[src/rtl/pzcorebus_write_store_forward.sv]
// ---------------------------------------------------------------------------
// pzcorebus_write_store_forward
//
// Store-and-forward request stage in front of the corebus upsizer. Write
// commands are held back until their whole data burst sits in the local data
// FIFO, so the downstream width converter sees gapless data bursts. READ and
// MESSAGE commands flow through in order with the writes; command order and
// data order are never changed.
//
// Handshake (both sides): a transfer happens on a rising clock edge where
// valid and accept are both high. Valids are functions of registered state
// only and never depend on the accept of the same channel.
//
// Ports
//   i_clk, i_rst_n          clock, synchronous active-low reset
//   i_scmd_*  / o_scmd_*    slave command channel  {command[1:0], payload}
//   i_sdata_* / o_sdata_*   slave data channel     {data, last}
//   o_mcmd_*  / i_mcmd_*    master command channel
//   o_mdata_* / i_mdata_*   master data channel
//   o_empty                 both FIFOs empty and both counters zero
//
// Parameters: COMMAND_DEPTH >= 1, DATA_DEPTH >= MAX_BURST_LENGTH.
// ---------------------------------------------------------------------------
module pzcorebus_write_store_forward #(
  parameter int COMMAND_WIDTH    = 64,
  parameter int DATA_WIDTH       = 32,
  parameter int COMMAND_DEPTH    = 4,
  parameter int DATA_DEPTH       = 16,
  parameter int MAX_BURST_LENGTH = 16
) (
  input  logic                     i_clk,
  input  logic                     i_rst_n,
  input  logic                     i_scmd_valid,
  output logic                     o_scmd_accept,
  input  logic [1:0]               i_scmd_command,
  input  logic [COMMAND_WIDTH-1:0] i_scmd_payload,
  input  logic                     i_sdata_valid,
  output logic                     o_sdata_accept,
  input  logic [DATA_WIDTH-1:0]    i_sdata_data,
  input  logic                     i_sdata_last,
  output logic                     o_mcmd_valid,
  input  logic                     i_mcmd_accept,
  output logic [1:0]               o_mcmd_command,
  output logic [COMMAND_WIDTH-1:0] o_mcmd_payload,
  output logic                     o_mdata_valid,
  input  logic                     i_mdata_accept,
  output logic [DATA_WIDTH-1:0]    o_mdata_data,
  output logic                     o_mdata_last,
  output logic                     o_empty
);

  localparam logic [1:0] CMD_READ     = 2'd0;
  localparam logic [1:0] CMD_WRITE    = 2'd1;
  localparam logic [1:0] CMD_WRITE_NP = 2'd2;

  localparam int CW  = COMMAND_WIDTH + 2;
  localparam int DW  = DATA_WIDTH + 1;
  localparam int CPW = (COMMAND_DEPTH > 1) ? $clog2(COMMAND_DEPTH) : 1;
  localparam int DPW = (DATA_DEPTH > 1) ? $clog2(DATA_DEPTH) : 1;
  localparam int CCW = $clog2(COMMAND_DEPTH + 1);
  localparam int DCW = $clog2(DATA_DEPTH + 1);
  localparam int BW  = $clog2(MAX_BURST_LENGTH + 1);

  // -------------------------------------------------------------------------
  // Command FIFO: {command, payload}
  // -------------------------------------------------------------------------
  logic [CW-1:0]  cmd_mem_q [COMMAND_DEPTH];
  logic [CPW-1:0] cmd_wr_ptr_q;
  logic [CPW-1:0] cmd_rd_ptr_q;
  logic [CCW-1:0] cmd_cnt_q;
  logic           cmd_full;
  logic           cmd_empty;
  logic           cmd_push;
  logic           cmd_pop;
  logic [CW-1:0]  cmd_head;
  logic           head_is_write;

  assign cmd_full      = (cmd_cnt_q == CCW'(COMMAND_DEPTH));
  assign cmd_empty     = (cmd_cnt_q == '0);
  assign cmd_push      = i_scmd_valid && !cmd_full;
  assign cmd_pop       = o_mcmd_valid && i_mcmd_accept;
  assign cmd_head      = cmd_mem_q[cmd_rd_ptr_q];
  assign head_is_write = (cmd_head[CW-1 -: 2] == CMD_WRITE) ||
                         (cmd_head[CW-1 -: 2] == CMD_WRITE_NP);

  always_ff @(posedge i_clk) begin
    if (!i_rst_n) begin
      cmd_wr_ptr_q <= '0;
      cmd_rd_ptr_q <= '0;
      cmd_cnt_q    <= '0;
      for (int i = 0; i < COMMAND_DEPTH; i++) cmd_mem_q[i] <= '0;
    end else begin
      if (cmd_push) begin
        cmd_mem_q[cmd_wr_ptr_q] <= {i_scmd_command, i_scmd_payload};
        cmd_wr_ptr_q <= (cmd_wr_ptr_q == CPW'(COMMAND_DEPTH - 1)) ? '0
                                                                  : cmd_wr_ptr_q + CPW'(1);
      end
      if (cmd_pop) begin
        cmd_rd_ptr_q <= (cmd_rd_ptr_q == CPW'(COMMAND_DEPTH - 1)) ? '0
                                                                  : cmd_rd_ptr_q + CPW'(1);
      end
      if (cmd_push && !cmd_pop)      cmd_cnt_q <= cmd_cnt_q + CCW'(1);
      else if (cmd_pop && !cmd_push) cmd_cnt_q <= cmd_cnt_q - CCW'(1);
    end
  end

  // -------------------------------------------------------------------------
  // Data FIFO: {data, last}
  // -------------------------------------------------------------------------
  logic [DW-1:0]  data_mem_q [DATA_DEPTH];
  logic [DPW-1:0] data_wr_ptr_q;
  logic [DPW-1:0] data_rd_ptr_q;
  logic [DCW-1:0] data_cnt_q;
  logic           data_full;
  logic           data_empty;
  logic           data_push;
  logic           data_pop;
  logic [DW-1:0]  data_head;

  assign data_full  = (data_cnt_q == DCW'(DATA_DEPTH));
  assign data_empty = (data_cnt_q == '0);
  assign data_push  = i_sdata_valid && !data_full;
  assign data_pop   = o_mdata_valid && i_mdata_accept;
  assign data_head  = data_mem_q[data_rd_ptr_q];

  always_ff @(posedge i_clk) begin
    if (!i_rst_n) begin
      data_wr_ptr_q <= '0;
      data_rd_ptr_q <= '0;
      data_cnt_q    <= '0;
      for (int i = 0; i < DATA_DEPTH; i++) data_mem_q[i] <= '0;
    end else begin
      if (data_push) begin
        data_mem_q[data_wr_ptr_q] <= {i_sdata_data, i_sdata_last};
        data_wr_ptr_q <= (data_wr_ptr_q == DPW'(DATA_DEPTH - 1)) ? '0
                                                                 : data_wr_ptr_q + DPW'(1);
      end
      if (data_pop) begin
        data_rd_ptr_q <= (data_rd_ptr_q == DPW'(DATA_DEPTH - 1)) ? '0
                                                                 : data_rd_ptr_q + DPW'(1);
      end
      if (data_push && !data_pop)      data_cnt_q <= data_cnt_q + DCW'(1);
      else if (data_pop && !data_push) data_cnt_q <= data_cnt_q - DCW'(1);
    end
  end

  // -------------------------------------------------------------------------
  // burst_count: complete bursts buffered whose write command has not issued.
  // data_credit: issued write commands whose burst has not fully drained.
  // A write issue moves one unit from burst_count to data_credit, which is
  // what lets the next write command issue while the previous burst drains.
  // -------------------------------------------------------------------------
  logic [DCW-1:0] burst_count_q;
  logic [DCW-1:0] data_credit_q;
  logic           burst_inc;
  logic           burst_dec;
  logic           credit_inc;
  logic           credit_dec;

  assign burst_inc  = data_push && i_sdata_last;
  assign burst_dec  = cmd_pop && head_is_write;
  assign credit_inc = burst_dec;
  assign credit_dec = data_pop && data_head[0];

  always_ff @(posedge i_clk) begin
    if (!i_rst_n) begin
      burst_count_q <= '0;
      data_credit_q <= '0;
    end else begin
      if (burst_inc && !burst_dec)      burst_count_q <= burst_count_q + DCW'(1);
      else if (burst_dec && !burst_inc) burst_count_q <= burst_count_q - DCW'(1);
      if (credit_inc && !credit_dec)      data_credit_q <= data_credit_q + DCW'(1);
      else if (credit_dec && !credit_inc) data_credit_q <= data_credit_q - DCW'(1);
    end
  end

  // -------------------------------------------------------------------------
  // Master side
  // -------------------------------------------------------------------------
  // A READ/MESSAGE head never waits for data; a write head waits for a
  // complete burst. Bursts are matched to write commands purely by order.
  assign o_mcmd_valid   = !cmd_empty && (!head_is_write || (burst_count_q != '0));
  assign o_mcmd_command = cmd_head[CW-1 -: 2];
  assign o_mcmd_payload = cmd_head[COMMAND_WIDTH-1:0];

  assign o_mdata_valid  = !data_empty && (data_credit_q != '0);
  assign o_mdata_data   = data_head[DW-1:1];
  assign o_mdata_last   = data_head[0];

  assign o_scmd_accept  = !cmd_full;
  assign o_sdata_accept = !data_full;

  assign o_empty = cmd_empty && data_empty &&
                   (burst_count_q == '0) && (data_credit_q == '0);

  // -------------------------------------------------------------------------
  // Burst-length tracking on the slave data side: number of beats of the
  // current (unfinished) burst already accepted, saturating at the maximum.
  // -------------------------------------------------------------------------
  logic [BW-1:0] sdata_beats_q;

  always_ff @(posedge i_clk) begin
    if (!i_rst_n) begin
      sdata_beats_q <= '0;
    end else if (data_push) begin
      if (i_sdata_last)                                 sdata_beats_q <= '0;
      else if (sdata_beats_q != BW'(MAX_BURST_LENGTH)) sdata_beats_q <= sdata_beats_q + BW'(1);
    end
  end

  a_depth_covers_burst : assert property (@(posedge i_clk) DATA_DEPTH >= MAX_BURST_LENGTH);

  a_burst_length : assert property (@(posedge i_clk) disable iff (!i_rst_n)
    data_push |-> (int'(sdata_beats_q) < MAX_BURST_LENGTH));

  a_burst_count_range : assert property (@(posedge i_clk) disable iff (!i_rst_n)
    !(burst_dec && !burst_inc && (burst_count_q == '0)) &&
    !(burst_inc && !burst_dec && (burst_count_q == DCW'(DATA_DEPTH))));

  a_data_credit_range : assert property (@(posedge i_clk) disable iff (!i_rst_n)
    !(credit_dec && !credit_inc && (data_credit_q == '0)) &&
    !(credit_inc && !credit_dec && (data_credit_q == DCW'(DATA_DEPTH))));

endmodule

[config.mk]
export PLATFORM = sky130hd
export DESIGN_NAME = pzcorebus_write_store_forward
export DESIGN_NICKNAME = d
export VERILOG_FILES = /design/src/rtl/pzcorebus_write_store_forward.sv
export SDC_FILE = /design/constraint.sdc
export NUM_CORES = 1
export LEC_CHECK = 0
export ABC_AREA = 1
export CORE_MARGIN = 3
export CORE_UTILIZATION = 62
export CTS_BUF_LIST = sky130_fd_sc_hd__clkbuf_4 sky130_fd_sc_hd__clkbuf_8
export DETAILED_ROUTE_END_ITERATION = 8
export PLACE_DENSITY = 0.82
export SKIP_CTS_REPAIR_TIMING = 1
export SLEW_MARGIN = 25
export SYNTH_ARGS = -nofsm -noshare
export SYNTH_HDL_FRONTEND = slang
export SYNTH_SLANG_ARGS = --single-unit
[constraint.sdc]
create_clock -name i_clk -period 8.3 [get_ports i_clk]
set_clock_uncertainty 0.15 [all_clocks]
set_input_delay 0.83 -clock i_clk [delete_from_list [all_inputs] [get_ports i_clk]]
set_output_delay 0.83 -clock i_clk [all_outputs]
set_load 0.03 [all_outputs]
==> metrics.md <==
| Metric | Value |
|---|---|
| Slew margin rel. | `0.156` |
| Buf+Inv Stages, Crit Path | `4` |
| Commonest cells after routing, fill and taps aside | `nor2_1 (1,191), edfxtp_1 (792), o21ai_0 (410)` |
| Endpoints failing setup | `0` |
| Setup Total Neg Slack | `0 ns` |
| Hold Path Class | `reg -> reg` |
| Worst Reg-to-Reg Cells | `18` |
| Vias per cell | `6.17` |
| Leakage | `0.0157 uW` |
| Pin count of the biggest net entering global routing | `232` |
| Gr ovfl total | `0` |
| Cell-internal power | `8060 uW` |
| Clock share of power | `0.270` |
| Crit path max fanout | `113` |
| Placed Instance Area | `38,400 um2` |
| Starting Density | `0.629` |
| Number of CTS-inserted buffers | `134` |
| Power Density | `305 nW/um2` |
| Global placer's final weighted congestion | `0.824` |
| Clock transition at path regs | `0.06 ns` |
| Most common cell after layout, fill and taps aside | `nor2_1` |
| # DRC | `0` |
| Max-Cap Viols | `0` |
| Share of cells above drive strength 1 | `0.0829` |
| Clock Latency Late Sink | `0.81 ns` |
| Nets | `3,588` |
| Root Buffer | `clkbuf_8` |
| R2R Setup Slk | `4.04 ns` |
| Top_reg_cell synth | `edfxtp_1` |
| Top-Level Pins | `209` |
| Async SR Flop Fraction | `0` |
| H-tree lvl count | `4` |
| Sw Share | `0.356` |
| First-pass GRT wire length | `144 mm` |
| Synth cell types | `39` |
| Register area share after synthesis | `0.674` |
| Total core area | `57,800 um2` |
| Crit-path cells | `inv_6, buf_4, buf_12, o21ai_0, o221ai_1, o211ai_1, nand2_1, clkdlybuf4s50_1` |
| Design area | `40,900 um2` |
| Routed Antenna Nets | `0` |
| P_sw | `4450 uW` |
| Total Routing Usage GR | `0.307` |
| WS Path Type | `reg -> out` |
| CP delay by family, top | `buffers and inverters` |
| Crit path launch type | `register` |
| RSZ-0062 raised after global routing | `false` |
| Sequential share of power | `0.409` |
| Syn Nets | `3,491` |
| Number of synthesized flops with an enable pin | `792` |
| First DRT Iteration DRCs | `2,848` |
| Drt wl/cell | `22.0 um` |
| IO buf count | `208` |
| CTS tree | `built` |
| Vias | `26.6k` |
| Pins over their slew limit | `0` |
| Crit share post-route | `0.633` |
| Crit path largest cell delay | `0.68 ns` |
| Die height | `248 um` |
| DR pass1 iterations | `6` |
| Synthesized cell area | `36,400 um2` |
| Outcome | `complete, no violations` |
| Area Growth Syn to Fin | `12.6%` |
| WHS Endpoint | `burst_count_q[4]` |
| Worst setup EP type | `primary output` |
| Sink Count | `828` |
| DPL Wire Length | `50.4 mm` |
| Worst hold path cell count | `2` |
| Post-Syn Area per Cell | `10.8 um2` |
| Synthesized flop and latch total | `828` |
| Die Area | `61,600 um2` |
| Worst-Margin Slew | `1.27 ns` |
| Reg2Reg Capture Point | `burst_count_q[4]` |
| Power share of the combinational group | `0.320` |
| Clock Tree Buf Depth | `3` |
| Synthesis warning total | `0` |
| Final total power | `12,500 uW` |
| Max IR drop VDD | `0.508 mV` |
| Pre-CTS setup slack | `3.24 ns` |
| Crit path time final | `5.26 ns` |
| Die X | `248 um` |
| Worst Slack Setup Final | `3.04 ns` |
| Slowest stage cell, crit path | `clkdlybuf4s50_1` |
| Hold Startpoint | `burst_count_q[4]` |
| Detailed Route WL | `94.7 mm` |
| Worst EP arrival | `4.28 ns` |
| FMAX | `0.190 GHz` |
| Cell count after synthesis | `3,361` |
| Final hold vios | `0` |
| Row count | `88` |
| Initial antenna violation count | `6` |
| Vias in the first global route | `27.2k` |
| Critical Path RT | `7.32 ns` |
[state kept, by name (all words and copies together), names as in the netlist, named ones only]
name           cells
data_mem_q       528
cmd_mem_q        264
burst_count_q      5
data_cnt_q         5
data_credit_q      5
data_rd_ptr_q      4
data_wr_ptr_q      4
cmd_cnt_q          3
cmd_rd_ptr_q       2
cmd_wr_ptr_q       2
[per-layer routing]
| layer | global-route usage | part of all wire | wire [um] |
|---|---|---|---|
| met5 | 0 | 0.00060 | 57 |
| met4 | 0.158 | 0.041 | 3860 |
| met3 | 0.0850 | 0.12 | 11000 |
| met2 | 0.524 | 0.50 | 47200 |
| met1 | 0.358 | 0.34 | 32600 |
[area by class of cell]
class / count / area (um2)
Sequential cell: 828 / 24500
Fill cell: 3893 / 16900
Multi-Input combinational cell: 2109 / 10100
Clock buffer: 186 / 2280
Timing Repair Buffer: 229 / 2260
Tap cell: 765 / 957
Inverter: 156 / 593
Clock inverter: 40 / 226
Antenna cell: 1 / 2.50
[power groups by stage]
stage          Clock (uW)  Sequential [uW]  Combinational, uW
6_report             3380             5120               4010
5_1_grt              3580             5150               4330
4_1_cts              3390             5120               3980
3_5_place_dp            0             5200               3950
3_3_place_gp            0             5180               3810
2_1_floorplan           0             5120               2670
[per-stage QoR]
step	instances	hold WS, ns	utilization
floorplan	3361	0.308	-
global placement	4086	0.321	0.664
detailed placement	4086	0.340	0.664
CTS	4312	0.348	0.707
global route	4314	0.384	0.708
finish	4314	0.344	0.708
[cells in the mapped netlist, drive strengths merged, types with 29 or more instances]
cell type | instances | share of area
clkbuf | 155 | 0.016
nor2 | 1208 | 0.13
buf | 113 | 0.019
dfxtp | 36 | 0.020
a21oi | 29 | 0.0040
nand3 | 58 | 0.012
o221ai | 90 | 0.022
inv | 155 | 0.016
o22ai | 105 | 0.018
o21ai | 412 | 0.057
edfxtp | 792 | 0.65
o211ai | 42 | 0.0087
nand2 | 114 | 0.012
[worst reg2reg max path, delay by kind of cell, from the launching register on]
family | cells | cell delay, ns
AO/OA/AOI/OAI | 2 | 0.33
XOR/XNOR | 1 | 0.19
adder cells (fa/ha/maj) | 2 | 0.60
buffers and inverters | 3 | 1.08
flip-flops | 1 | 0.63
AND/OR/NAND/NOR | 10 | 1.22
[cell families after synthesis]
kind of cell	count (synthesis)	synth area share
and+or+nand+nor	1392	0.152
DFF	828	0.674
AOI/OAI and AO/OA	680	0.110
buffers and inverters	424	0.0516
adders and majority gates	25	0.00943
xor gates and xnor gates	12	0.00289
[worst max-delay path by stage]
stage / start / end / slack, ns / cells past startpoint
after global routing: register / o_mdata_data[15] / 2.77 / 8
final: register / o_mdata_data[15] / 3.04 / 8
after CTS: register / o_mdata_data[15] / 2.92 / 7
after detailed placement: i_rst_n / data_mem_q[11][7] / 3.24 / 5
after floorplan: i_rst_n / cmd_mem_q[3][0] / 1.73 / 6
after global placement: i_rst_n / data_mem_q[11][14] / 3.48 / 5
No activity file was read; power rests on OpenSTA's default activity.
